## src/rtl/apb_pkg.sv

```systemverilog
// Shared definitions for the APB completer memory: default widths, FSM state
// encoding and the byte-strobe merge helper used by the storage array.
package apb_pkg;

    localparam int DEF_ADDR_WIDTH = 32;
    localparam int DEF_DATA_WIDTH = 32;
    localparam int DEF_PROT_WIDTH = 3;

    // Widest supported data bus; the merge helper works at this width and
    // callers truncate to their own word size.
    localparam int MAX_DW = 64;
    localparam int MAX_SW = MAX_DW / 8;

    typedef enum logic [1:0] {
        IDLE = 2'd0,
        WAIT = 2'd1,
        DONE = 2'd2
    } cmp_state_e;

    // Replace each byte of old_word whose strobe bit is set with the
    // corresponding byte of new_word.
    function automatic logic [MAX_DW-1:0] strb_merge(
        input logic [MAX_DW-1:0] old_word,
        input logic [MAX_DW-1:0] new_word,
        input logic [MAX_SW-1:0] strb
    );
        logic [MAX_DW-1:0] merged;
        merged = old_word;
        for (int i = 0; i < MAX_SW; i++) begin
            if (strb[i]) merged[8*i +: 8] = new_word[8*i +: 8];
        end
        return merged;
    endfunction

endpackage

```

## src/rtl/apb_completer_mem_if.sv

```systemverilog
// APB4 master-side port bundle between a requester and apb_completer_mem.
interface apb_completer_mem_if
    import apb_pkg::*;
#(
    parameter int AW = DEF_ADDR_WIDTH,
    parameter int DW = DEF_DATA_WIDTH,
    parameter int PW = DEF_PROT_WIDTH
);
    logic            PSELM;
    logic            PENABLEM;
    logic [AW-1:0]   PADDRM;
    logic            PWRITEM;
    logic [DW-1:0]   PWDATAM;
    logic [PW-1:0]   PPROTM;
    logic [DW/8-1:0] PSTRBM;
    logic [DW-1:0]   PRDATAM;
    logic            PREADYM;
    logic            PSLVERRM;

    modport master (
        output PSELM, PENABLEM, PADDRM, PWRITEM, PWDATAM, PPROTM, PSTRBM,
        input  PRDATAM, PREADYM, PSLVERRM
    );

    modport slave (
        input  PSELM, PENABLEM, PADDRM, PWRITEM, PWDATAM, PPROTM, PSTRBM,
        output PRDATAM, PREADYM, PSLVERRM
    );

endinterface

```

## src/rtl/apb_cmp_regfile.sv

```systemverilog
// DEPTH x DW word storage: synchronous clear, one byte-strobed write port and
// one combinational read port.
module apb_cmp_regfile
    import apb_pkg::*;
#(
    parameter int DW    = 32,
    parameter int DEPTH = 64,
    parameter int IW    = $clog2(DEPTH)
) (
    input  logic            clk,
    input  logic            rst,
    input  logic            we,
    input  logic [IW-1:0]   waddr,
    input  logic [DW-1:0]   wdata,
    input  logic [DW/8-1:0] wstrb,
    input  logic [IW-1:0]   raddr,
    output logic [DW-1:0]   rdata
);

    logic [DW-1:0] mem [DEPTH];

    // Clear all words on reset, otherwise merge strobed bytes into the addressed word.
    always_ff @(posedge clk) begin
        if (rst) begin
            for (int i = 0; i < DEPTH; i++) mem[i] <= '0;
        end else if (we) begin
            mem[waddr] <= DW'(strb_merge(MAX_DW'(mem[waddr]), MAX_DW'(wdata), MAX_SW'(wstrb)));
        end
    end

    // Read port is asynchronous; the completer registers the result itself.
    always_comb begin
        rdata = mem[raddr];
    end

endmodule

```

## src/rtl/apb_completer_mem.sv

```systemverilog
// APB4 completer backed by a byte-strobed word memory, with a fixed number
// of wait states and an error response for out-of-window/unaligned accesses.
// Optional: define APB_COMPLETER_PROT_CHECK_EN to reject unprivileged
// accesses to word indices at or above PRIV_BASE.
module apb_completer_mem
    import apb_pkg::*;
#(
    parameter int          APB_ADDR_WIDTH = DEF_ADDR_WIDTH,
    parameter int          APB_DATA_WIDTH = DEF_DATA_WIDTH,
    parameter int          APB_PROT_WIDTH = DEF_PROT_WIDTH,
    parameter int          DEPTH          = 64,
    parameter int unsigned BASE_ADDR      = 0,
    parameter int          WAIT_STATES    = 0,
    parameter int          PRIV_BASE      = 32
) (
    input  logic                PCLKM,
    input  logic                PRESETM,
    apb_completer_mem_if.slave  bus
);

    localparam int AW    = APB_ADDR_WIDTH;
    localparam int DW    = APB_DATA_WIDTH;
    localparam int PW    = APB_PROT_WIDTH;
    localparam int SW    = DW / 8;
    localparam int LSB_W = $clog2(SW);
    localparam int IDX_W = $clog2(DEPTH);
    localparam logic [AW:0]   WIN_BYTES = (AW+1)'(DEPTH * SW);
    localparam logic [AW-1:0] BASE      = AW'(BASE_ADDR);

    cmp_state_e    state, state_nxt;
    logic [3:0]    cnt, cnt_nxt;

    logic [AW-1:0] addr_q;
    logic          write_q;
    logic [DW-1:0] wdata_q;
    logic [SW-1:0] strb_q;
    logic [PW-1:0] prot_q;

    logic          setup;
    logic [AW-1:0] cur_addr;
    logic          cur_write;
    logic [DW-1:0] cur_wdata;
    logic [SW-1:0] cur_strb;
    logic [PW-1:0] cur_prot;

    logic [AW-1:0]    off;
    logic [IDX_W-1:0] idx;
    logic             acc_err;

    logic          enter_done;
    logic          mem_we;
    logic [DW-1:0] mem_rdata;
    logic          ready_nxt;
    logic          slverr_nxt;
    logic [DW-1:0] rdata_nxt;
    logic          unused_bits;

    assign setup = bus.PSELM & ~bus.PENABLEM;

    // With zero wait states DONE is entered straight from the setup cycle, so
    // the request is taken from the bus in IDLE and from the latches afterwards.
    always_comb begin
        if (state == IDLE) begin
            cur_addr  = bus.PADDRM;
            cur_write = bus.PWRITEM;
            cur_wdata = bus.PWDATAM;
            cur_strb  = bus.PSTRBM;
            cur_prot  = bus.PPROTM;
        end else begin
            cur_addr  = addr_q;
            cur_write = write_q;
            cur_wdata = wdata_q;
            cur_strb  = strb_q;
            cur_prot  = prot_q;
        end
    end

    // Address decode and error classification for the current request.
    always_comb begin
        off     = cur_addr - BASE;
        idx     = off[LSB_W +: IDX_W];
        acc_err = (cur_addr < BASE) | ({1'b0, off} >= WIN_BYTES) | (off[LSB_W-1:0] != '0);
`ifdef APB_COMPLETER_PROT_CHECK_EN
        if (!cur_prot[0] && ({1'b0, idx} >= (IDX_W+1)'(PRIV_BASE))) acc_err = 1'b1;
`else
`endif
    end

    assign unused_bits = ^{off, cur_prot};

    // State and wait-counter register.
    always_ff @(posedge PCLKM) begin
        if (PRESETM) begin
            state <= IDLE;
            cnt   <= '0;
        end else begin
            state <= state_nxt;
            cnt   <= cnt_nxt;
        end
    end

    // Next-state logic: setup starts a transfer, WAIT counts down, DONE lasts one cycle.
    always_comb begin
        state_nxt = state;
        cnt_nxt   = cnt;
        case (state)
            IDLE: begin
                if (setup) begin
                    cnt_nxt   = 4'(WAIT_STATES);
                    state_nxt = (WAIT_STATES == 0) ? DONE : WAIT;
                end
            end
            WAIT: begin
                if (!bus.PSELM) begin
                    state_nxt = IDLE;
                    cnt_nxt   = '0;
                end else begin
                    cnt_nxt = cnt - 4'd1;
                    if (cnt == 4'd1) state_nxt = DONE;
                end
            end
            DONE:    state_nxt = IDLE;
            default: state_nxt = IDLE;
        endcase
    end

    // Output decode: everything happens on the edge that enters DONE.
    always_comb begin
        enter_done = (state_nxt == DONE);
        mem_we     = enter_done & cur_write & ~acc_err;
        ready_nxt  = enter_done;
        slverr_nxt = enter_done & acc_err;
        rdata_nxt  = (enter_done & ~cur_write & ~acc_err) ? mem_rdata : '0;
    end

    // Registered bus outputs.
    always_ff @(posedge PCLKM) begin
        if (PRESETM) begin
            bus.PREADYM  <= 1'b0;
            bus.PSLVERRM <= 1'b0;
            bus.PRDATAM  <= '0;
        end else begin
            bus.PREADYM  <= ready_nxt;
            bus.PSLVERRM <= slverr_nxt;
            bus.PRDATAM  <= rdata_nxt;
        end
    end

    // Capture the request during the setup cycle for use in WAIT.
    always_ff @(posedge PCLKM) begin
        if (PRESETM) begin
            addr_q  <= '0;
            write_q <= 1'b0;
            wdata_q <= '0;
            strb_q  <= '0;
            prot_q  <= '0;
        end else if (state == IDLE && setup) begin
            addr_q  <= bus.PADDRM;
            write_q <= bus.PWRITEM;
            wdata_q <= bus.PWDATAM;
            strb_q  <= bus.PSTRBM;
            prot_q  <= bus.PPROTM;
        end
    end

    apb_cmp_regfile #(
        .DW    (DW),
        .DEPTH (DEPTH),
        .IW    (IDX_W)
    ) u_regfile (
        .clk   (PCLKM),
        .rst   (PRESETM),
        .we    (mem_we),
        .waddr (idx),
        .wdata (cur_wdata),
        .wstrb (cur_strb),
        .raddr (idx),
        .rdata (mem_rdata)
    );

endmodule

```

## src/flat_wrapper.sv

```systemverilog
// flat-port wrapper written by rule: the top's interface ports become plain ports
module apb_completer_mem_flat import apb_pkg::*;
#(
    parameter int          APB_ADDR_WIDTH = DEF_ADDR_WIDTH,
    parameter int          APB_DATA_WIDTH = DEF_DATA_WIDTH,
    parameter int          APB_PROT_WIDTH = DEF_PROT_WIDTH,
    parameter int          DEPTH          = 64,
    parameter int unsigned BASE_ADDR      = 0,
    parameter int          WAIT_STATES    = 0,
    parameter int          PRIV_BASE      = 32
)
  (PCLKM, PRESETM, bus_PSELM, bus_PENABLEM, bus_PADDRM, bus_PWRITEM, bus_PWDATAM, bus_PPROTM, bus_PSTRBM, bus_PRDATAM, bus_PREADYM, bus_PSLVERRM);
  apb_completer_mem_if #(.AW(32), .DW(32), .PW(3)) bus_i ();
  input  logic PCLKM;
  input  logic PRESETM;
  input wire logic [$bits(bus_i.PSELM)-1:0] bus_PSELM;
  input wire logic [$bits(bus_i.PENABLEM)-1:0] bus_PENABLEM;
  input wire logic [$bits(bus_i.PADDRM)-1:0] bus_PADDRM;
  input wire logic [$bits(bus_i.PWRITEM)-1:0] bus_PWRITEM;
  input wire logic [$bits(bus_i.PWDATAM)-1:0] bus_PWDATAM;
  input wire logic [$bits(bus_i.PPROTM)-1:0] bus_PPROTM;
  input wire logic [$bits(bus_i.PSTRBM)-1:0] bus_PSTRBM;
  output wire logic [$bits(bus_i.PRDATAM)-1:0] bus_PRDATAM;
  output wire logic [$bits(bus_i.PREADYM)-1:0] bus_PREADYM;
  output wire logic [$bits(bus_i.PSLVERRM)-1:0] bus_PSLVERRM;
  assign bus_i.PSELM = bus_PSELM;
  assign bus_i.PENABLEM = bus_PENABLEM;
  assign bus_i.PADDRM = bus_PADDRM;
  assign bus_i.PWRITEM = bus_PWRITEM;
  assign bus_i.PWDATAM = bus_PWDATAM;
  assign bus_i.PPROTM = bus_PPROTM;
  assign bus_i.PSTRBM = bus_PSTRBM;
  assign bus_PRDATAM = bus_i.PRDATAM;
  assign bus_PREADYM = bus_i.PREADYM;
  assign bus_PSLVERRM = bus_i.PSLVERRM;
  apb_completer_mem #(.APB_ADDR_WIDTH(APB_ADDR_WIDTH), .APB_DATA_WIDTH(APB_DATA_WIDTH), .APB_PROT_WIDTH(APB_PROT_WIDTH), .DEPTH(DEPTH), .BASE_ADDR(BASE_ADDR), .WAIT_STATES(WAIT_STATES), .PRIV_BASE(PRIV_BASE)) u_core (.PCLKM(PCLKM), .PRESETM(PRESETM), .bus(bus_i));
endmodule
```

## config.mk

```make
export PLATFORM = sky130hd
export DESIGN_NAME = apb_completer_mem_flat
export DESIGN_NICKNAME = d
export VERILOG_FILES = /design/src/rtl/apb_pkg.sv /design/src/rtl/apb_completer_mem_if.sv /design/src/rtl/apb_cmp_regfile.sv /design/src/rtl/apb_completer_mem.sv /design/src/flat_wrapper.sv
export SDC_FILE = /design/constraint.sdc
export NUM_CORES = 2
export LEC_CHECK = 0
export ABC_AREA = 1
export CORE_MARGIN = 2
export CORE_UTILIZATION = 40
export DETAILED_ROUTE_END_ITERATION = 16
export GPL_TIMING_DRIVEN = 1
export PLACE_DENSITY = 0.61
export SLEW_MARGIN = 5
export SYNTH_ARGS = -nofsm -noshare
export SYNTH_HDL_FRONTEND = slang
export SYNTH_SLANG_ARGS = --single-unit
```

## constraint.sdc

```tcl
create_clock -name PCLKM -period 4.9 [get_ports PCLKM]
set_input_delay 0.735 -clock PCLKM [delete_from_list [all_inputs] [get_ports PCLKM]]
set_output_delay 0.735 -clock PCLKM [all_outputs]
set_load 0.05 [all_outputs]
```

==> impl_metrics.csv <==
group,metric,value,unit
outcome,status,"finished clean",
worst_setup_path,required,5.49,ns
final_layout,final_nets,11600,
synth,yosysSeqAreaShare,0.625,
sta,tns,0,ns
clock_tree,h-tree-depth,4,
route,drtPass1Iterations,6,
synth,netlist_area,102000,um2
sta,finalCritPeriodShare,0.868,
synth,synth_area_leaders,"edfxtp_1 (60%), nand2_1 (9.8%), nor2_1 (8.2%), inv_1 (7.4%), nand3_1 (5.2%)",
synth,yosysWarnings,0,
final_layout,fillers,24000,
grt,grt_overflow_total,0,
floorplanning,fp.dieH,509,um
sta,worst_slew_margin_rel,0.364,
clock_tree,clkSinkCount,2157,
sta,finalHoldViolCount,0,
floorplanning,die_area,259000,um2
clock_tree,cts_buffer_depth,3,
floorplanning,die_x,509,um
power,p_leak,50.1,nW
worst_setup_path,max_stage_delay,0.51,ns
synth,synth_commonest_cells,"nand2_1 (2655), nor2_1 (2218), edfxtp_1 (2048)",
worst_setup_path,crit_chain,"nor2_4 > nand2_1 > nand2_4 > buf_4 > buf_4 > nand2_1 > nand3_1 > nand2_1 > o21ai_0 > nand2_1 > nor2_1 > nand3_1 > nand2_4 > buf_12 > nor2_1",
route,drcViolationCount,0,
synth,ys_seq_elements,2157,
worst_setup_path,worstPathArrival,4.84,ns
clock_tree,path_clk_slew,0.06,ns
floorplanning,io_pins,110,
synth,synth_top_area_frac,0.604,
floorplanning,core-area,254000,um2
placed_design,gp_congestion,0.902,
placed_design,hpwl,197000,um
worst_setup_path,worstSetupStartpointType,"register",
synth,async_flop_share,0,
synth,synth_edf_count,2048,
synth,synth.most_common_cell,"nand2_1",
sta,grt_setup_unrepaired,"no",
route,vias,77400,
grt,grt_pass1_vias,72500,
clock_tree,cts-root-buf,"clkbuf_16",
power,power.density,375,nW/um2
route,ant_nets,0,
grt,grt_pass1_wl,472000,um
clock_tree,cts_buffers,222,
clock_tree,clk_latency,0.89,ns
worst_setup_path,crit_path_top_delay_cell,"buf_4",
sta,setup_viol,0,
sta,layout_min_cycle_time,4.25,ns
grt,grt_usage,0.247,
floorplanning,rows,185,
clock_tree,cts_resized,0,
synth,synth_cells,11500,
final_layout,area_growth,13.9,%
worst_setup_path,crit_path_frequent_cell,"nand2_1",
worst_setup_path,end_kind,"register",
synth,synthFlopType,"edfxtp_1",
route,routedWlPerCell,21.5,um
floorplanning,start_util,0.402,
final_layout,fin_cells,15100,
synth,ys_types,28,
placed_design,port_buffers,106,
power,ir_drop,0.405,mV
synth,avgSynthCellArea,8.84,um2
route,wl,324000,um
worst_setup_path,critPathMaxFanout,48,
placed_design,dp_cells,14600,
clock_tree,cts_setup_buffers,0,
sta,clock_skew,0.0468,ns
clock_tree,ctsHoldBuffers,0,
final_layout,utilization,0.457,
worst_setup_path,path_class,"reg -> reg",
final_layout,stdcell_area,116000,um2
worst_hold_path,hold_path.class,"in -> reg",
sta,whs,0.444,ns
synth,synth_nets,11600,
sta,slew_viol_final,0,
placed_design,place_area,109000,um2
final_layout,layout-drive-gt1-share,0.0729,
grt,grt_max_degree,107,
synth,synth_area_leader_cell,"edfxtp_1",
run,cap_violations,0,
route,via_per_inst,5.14,
route,drt_iter0_markers,9860,
grt,antenna_found_initial,16,
sta,tightest_slew,0.948,ns
clock_tree,cts_tree,"done",
sta,max_freq,235,MHz
[cell usage in the layout (no fill, tap or decap), types with 2 or more instances in the layout]
cell type / n
clkinv_16: 4
or2_2: 32
clkinv_1: 50
nand2_4: 34
buf_4: 312
o21ai_2: 3
nor2_2: 6
clkbuf_1: 56
inv_6: 4
o211ai_1: 64
dfxtp_1: 109
a21oi_1: 78
inv_2: 5
nand4_1: 68
ha_1: 2
nand3_1: 1058
bufinv_16: 16
clkbuf_8: 6
o21ai_0: 221
nor3_4: 5
nor3_2: 5
clkbuf_16: 225
o21ai_1: 79
buf_12: 131
nor4_1: 8
inv_1: 2017
nand2_1: 2653
clkinv_2: 47
nor2_1: 2217
clkinv_8: 2
inv_16: 4
clkdlybuf4s50_1: 106
edfxtp_1: 2048
diode_2: 3
clkinvlp_4: 3
nor2_4: 6
nor3_1: 6
[metrics by stage]
stage / worst slack (ns) / total power [mW]
floorplan: 1.51 / 24.3
global placement: 0.208 / 26.9
detailed placement: 0.204 / 27.0
CTS: 0.693 / 43.5
global route: 0.456 / 44.7
finish: 0.648 / 43.5
[critical path: cells and delay by family, from the launching register on]
family,cells,cell delay (ns)
simple gates,11,1.91
flops,1,0.35
buf+inv,3,1.27
compound gates,1,0.26
[layout make-up]
type	count	area (um2)	area share
Sequential cell	2157	63700	0.549
Multi-Input combinational cell	6549	27400	0.236
Inverter	2023	7600	0.0655
Timing Repair Buffer	549	6030	0.0520
Clock buffer	287	5920	0.0511
Tap cell	3366	4210	0.0363
Clock inverter	130	1190	0.0103
Antenna cell	3	7.51	0.0000647
[path summary, 6_finish.rpt]
| path | cells after the start | slack (ns) | start | to |
|---|---|---|---|---|
| hold reg to reg | 2 | 0.46 | u_core.wdata_q[18] | u_core.wdata_q[18] |
| hold / removal | 3 | 0.44 | bus_PADDRM[5] | u_core.addr_q[5] |
| setup reg to reg | 15 | 0.65 | u_core.state[1] | u_core.u_regfile.mem[38][4] |
| setup / recovery | 15 | 0.65 | u_core.state[1] | u_core.u_regfile.mem[38][4] |
[registers in the layout, summed over array words and instances (netlist names)]
register              flops
u_core.addr_q            32
u_core.bus.PREADYM        1
u_core.bus.PSLVERRM       1
u_core.wdata_q           32
u_core.state              2
u_core.u_regfile.mem   2048
u_core.cnt                4
u_core.write_q            1
u_core.strb_q             4
u_core.bus.PRDATAM       32
[logic make-up (layout without fill, tap and decap cells)]
kind of cell,Yosys count,in the layout,synth area share
buffers and inverters,2824,2989,0.109
other,0,3,0
flip-flops,2157,2157,0.625
AND/OR/NAND/NOR,6100,6100,0.242
AO/OA/AOI/OAI,447,447,0.0237
adder cells (fa/ha/maj),2,2,0.000246
[routing by layer]
layer / global-route usage / wire length [um] / vias up
li1: - / - / 35900
met1: 0.327 / 127000 / 37200
met2: 0.384 / 146000 / 3651
met3: 0.0463 / 31900 / 695
met4: 0.129 / 18800 / 12
met5: 0 / 69 / -
[power by group]
group	leakage, nW	internal (mW)	total, mW	switching, mW
logic	24.5	1.46	5.84	4.38
registers	22.1	20.7	20.9	0.164
clock network	3.49	9.38	16.8	7.39
Power figures use the tool's default switching activity.
